$ cat src/rtl/ccc_pkg.sv
// Shared definitions for the 4x4 Colour Cell Compression encoder and decoder:
// block geometry, field offsets, luma weights and the encoder state type.
package ccc_pkg;

    localparam int BITS_PER_PIXEL = 24;
    localparam int BITS_PER_BLOCK = 64;

    localparam int BITMAP_LSB = 48;
    localparam int B0_LSB     = 24;
    localparam int B0_R_LSB   = 40;
    localparam int B0_G_LSB   = 32;
    localparam int B0_B_LSB   = 24;
    localparam int B1_LSB     = 0;
    localparam int B1_R_LSB   = 16;
    localparam int B1_G_LSB   = 8;
    localparam int B1_B_LSB   = 0;

    localparam int LUMA_CR = 77;
    localparam int LUMA_CG = 150;
    localparam int LUMA_CB = 29;

    typedef enum logic [2:0] {
        IDLE,
        LUMA,
        CLASSIFY,
        DIVIDE,
        FINISH
    } enc_state_t;

    // Weights sum to 256, so the weighted sum of an 8-bit pixel never exceeds 16 bits.
    function automatic logic [7:0] luma(input logic [23:0] p);
        logic [16:0] acc;
        acc = 17'(LUMA_CR) * 17'(p[23:16])
            + 17'(LUMA_CG) * 17'(p[15:8])
            + 17'(LUMA_CB) * 17'(p[7:0]);
        return acc[15:8];
    endfunction

endpackage

$ cat src/rtl/ccc_div12.sv
// 12-bit by 5-bit restoring divider: one load cycle then 12 iterations,
// done pulses in the cycle the quotient becomes valid.
module ccc_div12 (
    input  logic        clk,
    input  logic        rst_n,
    input  logic        start,
    input  logic [11:0] dividend,
    input  logic [4:0]  divisor,
    output logic [7:0]  quotient,
    output logic        done
);

    logic [11:0] q;
    logic [4:0]  rem;
    logic [4:0]  dvs;
    logic [3:0]  cnt;
    logic [5:0]  trial;

    // Remainder stays below the divisor, so one extra bit holds the shifted trial value.
    assign trial    = {rem, q[11]};
    assign quotient = q[7:0];

    always_ff @(posedge clk or negedge rst_n) begin
        if (!rst_n) begin
            q    <= '0;
            rem  <= '0;
            dvs  <= '0;
            cnt  <= '0;
            done <= 1'b0;
        end else begin
            done <= 1'b0;
            if (start) begin
                q   <= dividend;
                rem <= '0;
                dvs <= divisor;
                cnt <= 4'd12;
            end else if (cnt != 4'd0) begin
                cnt <= cnt - 4'd1;
                if (trial >= {1'b0, dvs}) begin
                    rem <= 5'(trial - {1'b0, dvs});
                    q   <= {q[10:0], 1'b1};
                end else begin
                    rem <= trial[4:0];
                    q   <= {q[10:0], 1'b0};
                end
                if (cnt == 4'd1) done <= 1'b1;
            end
        end
    end

endmodule

$ cat src/rtl/ccc_encoder_4x4.sv
// Encodes one 4x4 RGB888 tile into a 64-bit CCC block (bucket bitmap plus two
// rounded bucket averages) with a fixed 111-cycle start-to-done latency.
module ccc_encoder_4x4
    import ccc_pkg::*;
(
    input  logic         clk,
    input  logic         rst_n,
    input  logic [383:0] rgb_data,
    input  logic         start,
    output logic         busy,
    output logic [63:0]  ccc_data,
    output logic         done
);

    enc_state_t state, state_nx;

    logic [383:0] tile;
    logic [3:0]   idx;      // pixel index in LUMA/CLASSIFY, iteration step in DIVIDE
    logic [2:0]   div_idx;
    logic [2:0]   res_idx;
    logic [11:0]  lsum;
    logic [15:0]  bitmap;
    logic [11:0]  sum_r [2];
    logic [11:0]  sum_g [2];
    logic [11:0]  sum_b [2];
    logic [4:0]   cnt   [2];
    logic [7:0]   avg   [6];

    logic [8:0]   pix_base;
    logic [23:0]  pix;
    logic [7:0]   y;
    logic         cls_bit;
    logic         bkt;
    logic [11:0]  div_sum;
    logic         div_start;
    logic         div_done;
    logic [11:0]  div_dividend;
    logic [4:0]   div_divisor;
    logic [7:0]   div_q;
    logic [23:0]  b0, b1;
    logic [63:0]  blk_nx;

    assign pix_base = 9'(idx) * 9'(BITS_PER_PIXEL);
    assign pix      = tile[pix_base +: BITS_PER_PIXEL];
    assign y        = luma(pix);
    assign cls_bit  = ({y, 4'b0000} >= lsum);
    assign busy     = (state != IDLE) || done;

    always_ff @(posedge clk or negedge rst_n) begin
        if (!rst_n) state <= IDLE;
        else        state <= state_nx;
    end

    always_comb begin
        state_nx = state;
        case (state)
            IDLE:     if (start) state_nx = LUMA;
            LUMA:     if (idx == 4'd15) state_nx = CLASSIFY;
            CLASSIFY: if (idx == 4'd15) state_nx = DIVIDE;
            DIVIDE:   if (idx == 4'd12 && div_idx == 3'd5) state_nx = FINISH;
            FINISH:   state_nx = IDLE;
            default:  state_nx = IDLE;
        endcase
    end

    // Division order b0R, b0G, b0B, b1R, b1G, b1B; rounding bias folded into the dividend.
    always_comb begin
        bkt = (div_idx >= 3'd3);
        case (div_idx)
            3'd0, 3'd3: div_sum = sum_r[bkt];
            3'd1, 3'd4: div_sum = sum_g[bkt];
            default:    div_sum = sum_b[bkt];
        endcase
        div_divisor  = cnt[bkt];
        div_dividend = div_sum + 12'(cnt[bkt] >> 1);
        div_start    = (state == DIVIDE) && (idx == 4'd0);
    end

    ccc_div12 u_div (
        .clk      (clk),
        .rst_n    (rst_n),
        .start    (div_start),
        .dividend (div_dividend),
        .divisor  (div_divisor),
        .quotient (div_q),
        .done     (div_done)
    );

    // The last quotient is still in the divider during FINISH, so b1_B comes from it directly.
    always_comb begin
        b1     = {avg[3], avg[4], div_q};
        b0     = (cnt[0] == 5'd0) ? b1 : {avg[0], avg[1], avg[2]};
        blk_nx = '0;
        blk_nx[BITMAP_LSB +: 16] = bitmap;
        blk_nx[B0_LSB +: 24]     = b0;
        blk_nx[B1_LSB +: 24]     = b1;
    end

    always_ff @(posedge clk or negedge rst_n) begin
        if (!rst_n) begin
            tile     <= '0;
            idx      <= '0;
            div_idx  <= '0;
            res_idx  <= '0;
            lsum     <= '0;
            bitmap   <= '0;
            ccc_data <= '0;
            done     <= 1'b0;
            for (int k = 0; k < 2; k++) begin
                sum_r[k] <= '0;
                sum_g[k] <= '0;
                sum_b[k] <= '0;
                cnt[k]   <= '0;
            end
            for (int k = 0; k < 6; k++) avg[k] <= '0;
        end else begin
            done <= 1'b0;
            if (div_done) begin
                avg[res_idx] <= div_q;
                res_idx      <= res_idx + 3'd1;
            end
            case (state)
                IDLE: begin
                    idx <= '0;
                    if (start) begin
                        tile    <= rgb_data;
                        lsum    <= '0;
                        bitmap  <= '0;
                        div_idx <= '0;
                        res_idx <= '0;
                        for (int k = 0; k < 2; k++) begin
                            sum_r[k] <= '0;
                            sum_g[k] <= '0;
                            sum_b[k] <= '0;
                            cnt[k]   <= '0;
                        end
                    end
                end
                LUMA: begin
                    lsum <= lsum + 12'(y);
                    idx  <= idx + 4'd1;
                end
                CLASSIFY: begin
                    bitmap[idx]    <= cls_bit;
                    sum_r[cls_bit] <= sum_r[cls_bit] + 12'(pix[23:16]);
                    sum_g[cls_bit] <= sum_g[cls_bit] + 12'(pix[15:8]);
                    sum_b[cls_bit] <= sum_b[cls_bit] + 12'(pix[7:0]);
                    cnt[cls_bit]   <= cnt[cls_bit] + 5'd1;
                    idx            <= idx + 4'd1;
                end
                DIVIDE: begin
                    if (idx == 4'd12) begin
                        idx     <= '0;
                        div_idx <= div_idx + 3'd1;
                    end else begin
                        idx <= idx + 4'd1;
                    end
                end
                FINISH: begin
                    ccc_data <= blk_nx;
                    done     <= 1'b1;
                end
                default: idx <= '0;
            endcase
        end
    end

endmodule

$ cat config.mk
export PLATFORM = sky130hd
export DESIGN_NAME = ccc_encoder_4x4
export DESIGN_NICKNAME = d
export VERILOG_FILES = /design/src/rtl/ccc_pkg.sv /design/src/rtl/ccc_div12.sv /design/src/rtl/ccc_encoder_4x4.sv
export SDC_FILE = /design/constraint.sdc
export NUM_CORES = 2
export LEC_CHECK = 0
export ABC_AREA = 1
export ABC_CLOCK_PERIOD_IN_PS = 28600
export BUFFER_PORTS_ARGS = -buffer_cell sky130_fd_sc_hd__buf_4
export CAP_MARGIN = 20
export CELL_PAD_IN_SITES_DETAIL_PLACEMENT = 1
export CELL_PAD_IN_SITES_GLOBAL_PLACEMENT = 2
export CORE_UTILIZATION = 37
export DETAILED_ROUTE_END_ITERATION = 10
export PLACE_DENSITY_LB_ADDON = 0.1
export SETUP_SLACK_MARGIN = 0.15
export SLEW_MARGIN = 20
export SYNTH_ARGS = -nofsm -noshare
export SYNTH_HDL_FRONTEND = slang
export SYNTH_SLANG_ARGS = --single-unit
$ cat constraint.sdc
create_clock -name clk -period 28.6 [get_ports clk]
set_input_delay 1.43 -clock clk [delete_from_list [all_inputs] [get_ports clk]]
set_output_delay 1.43 -clock clk [all_outputs]
set_load 0.02 [all_outputs]
==> out/qor.txt <==
Final setup vio count: 0
Synth Area in XOR/XNOR: 1.30%
RSZ-0062 raised after global routing: false
DRC Markers: 0
Setup TNS: 0 ns
Die X: 307 um
Worst slew pin tran: 1.01 ns
Clock Latency Late Sink: 0.64 ns
Std cell rows: 111
Syn. warnings: 0
Final period util: 45.2%
Main synth FF type: dfrtp_1
Seq cells post-synth: 639
Fraction of registers with async set/reset: 100%
Critical path arrival: 13.43 ns
Gr usage total: 27.4%
# Post-CTS Setup Buffers: 0
Syn_nets: 4845
CTS root buffer: clkbuf_16
FF-to-FF End: sum_b[10]$_DFFE_PN0P_
IO Pins: 453
Worst Hold Class: reg2reg
Hold_buf cts: 0
Die Height: 307 um
Worst EP required: 29.09 ns
FMAX: 77.3 MHz
Maxcap violations: 0
Post-synthesis sequential area ratio: 46.5%
Synth Instances: 4253
DRT iter0 DRCs: 1897
RD Place Congestion: 0.871
Outcome: finished, final reports clean
Average size of a mapped cell: 8.09 um^2
CTS Buffer Depth: 3
Peak fanout along the critical path: 115
R2r setup slk: 15.66 ns
Synth area leaders: dfrtp_1, nand2_1, o21ai_0
DR vias/cell: 5.13
Critical path class: reg2reg
Yosys top cell area share: 46.5%
Post-route ant nets: 0
Grt ovf: 0
Vias: 30266
Initial core utilization: 37.5%
CTS sink count: 639
Antenna violations before repair: 7
Setup crit start: idx[0]$_DFFE_PN0N_
Post-synth top area cell: dfrtp_1
Nets@finish: 5187
Fin. max-slew vios: 0
Multiplexer share of the synthesized area: 0%
Largest family of logic cells by synthesized area: compound AO/OA/AOI/OAI gates
Worst path slowest cell: or4_1
Final WL: 128 mm
Core area: 91800 um^2
Setup crit start kind: flop
Die ar.: 94200 um^2
Largest net degree at the start of global routing: 189
Headroom to the max-slew limit: 32.2%
Synthesized-area fraction occupied by adder cells: 8.77%
Worst stage delay on the critical path: 0.73 ns
Number of synthesized flops with an enable pin: 0
Crit end category: flop
Final Hold Viols: 0
Final min period: 12.94 ns
WL/cell: 21.6 um
Fillers: 11008
Most frequent cell after synthesis: nand2_1
Reg clk slew, reported paths: 0.06 ns
Layout cell share with drive strength beyond 1: 14.1%
Critical path endpoint: sum_b[10]$_DFFE_PN0P_
TritonCTS clock tree: done
Synth top cells by count: nand2_1, dfrtp_1, o21ai_0
Cts bufs inserted: 76
Clk_skew: 0.0428 ns
IO Port Bufs: 452
FF/Latch Area: 16000 um^2
Yosys cell types: 52
DP HPWL: 95.2 mm
Most used cell, CP: nand2_1
Synth Area in Compound Gates: 17.4%
Post-Synth Simple-Gate Area: 17.2%
Vias in the first global route: 31308
Post_cts resized: 0
H-tree Lvls: 3
RR Startpoint: idx[0]$_DFFE_PN0N_
Drt first pass iters: 5
Global-route wire length before repair: 195 mm
Multi-input gate area: 15400 um^2
Path depth of the worst reg2reg path: 50
Synthesized cell area: 34400 um^2
Area growth syn-to-layout: 19.8%
-- routing by layer --
layer | wire length (um) | GRT usage (%)
met1 | 56800 | 36.9
met4 | 3620 | 8.56
met3 | 5390 | 3.41
met5 | 13 | 0
met2 | 61800 | 46.0
-- registers in the layout, indices dropped and copies added (netlist names), 10 cells and up --
register,flops
sum_b,24
sum_r,24
lsum,12
ccc_data,64
bitmap,16
sum_g,24
u_div.q,12
cnt,10
avg,40
tile,384
-- final cells by class --
type	count	area share, %
timing repair buffer	487	8.98
clock buffer	108	5.30
inverter	535	4.90
antenna	5	0.0304
sequential	639	38.8
clock inverter	22	0.802
multi-input combinational	2856	37.4
tap	1243	3.77
-- critical path: cells and delay by family (launching register included) --
kind            cells  cell delay (ns)
compound gates     13             2.33
xor+xnor            1             0.25
fa+ha+maj          13             4.93
buf+inv             8             2.30
flops               1             0.72
simple gates       15             2.12
-- metrics by stage --
step / worst slack [ns] / area, um^2 / util [%] / std cells / hold slack [ns]
finish: 15.66 / 41200 / 44.9 / 5895 / 0.462
CTS: 15.63 / 41200 / 44.9 / 5890 / 0.468
floorplan: 18.16 / 34400 / - / 4253 / 0.431
global placement: 16.01 / 38700 / 42.1 / 5760 / 0.449
global route: 14.56 / 41200 / 44.9 / 5895 / 0.478
detailed placement: 15.70 / 38700 / 42.1 / 5760 / 0.453
-- worst min path at each step --
stage,from,depth (start not counted),to,slack [ns]
4_1_cts,tile[377]$_DFFE_PN0P_,2,tile[377]$_DFFE_PN0P_,0.47
2_1_floorplan,u_div.cnt[2]$_DFFE_PN0P_,1,u_div.done$_DFF_PN0_,0.43
3_5_place_dp,tile[102]$_DFFE_PN0P_,2,tile[102]$_DFFE_PN0P_,0.45
5_1_grt,tile[73]$_DFFE_PN0P_,2,tile[73]$_DFFE_PN0P_,0.48
3_3_place_gp,tile[284]$_DFFE_PN0P_,2,tile[284]$_DFFE_PN0P_,0.45
6_report,tile[286]$_DFFE_PN0P_,2,tile[286]$_DFFE_PN0P_,0.46
-- layout by cell type (no fill, tap or decap), types with 18 or more instances in the layout --
cell,n
clkbuf_1,18
o22ai_1,64
o211ai_1,48
inv_1,515
nand2_1,1267
xor2_1,32
nand3_1,64
nand4_1,18
nor2_1,93
o21ai_1,44
o21a_1,28
fa_1,60
ha_1,145
o21ai_0,559
clkbuf_16,78
a21oi_1,306
dfrtp_1,637
buf_4,483
-- logic make-up (layout without fill, tap and decap cells) --
| family | after synthesis | in the layout |
|---|---|---|
| fa+ha+maj | 205 | 205 |
| buf+inv | 758 | 1152 |
| flops | 639 | 639 |
| xor+xnor | 50 | 50 |
| simple gates | 1496 | 1496 |
| other cells | 0 | 5 |
| compound gates | 1105 | 1105 |
Power is left out: the tool's default activity adds up to more than one toggle a clock period on the data nets, which glitch-free logic cannot reach.
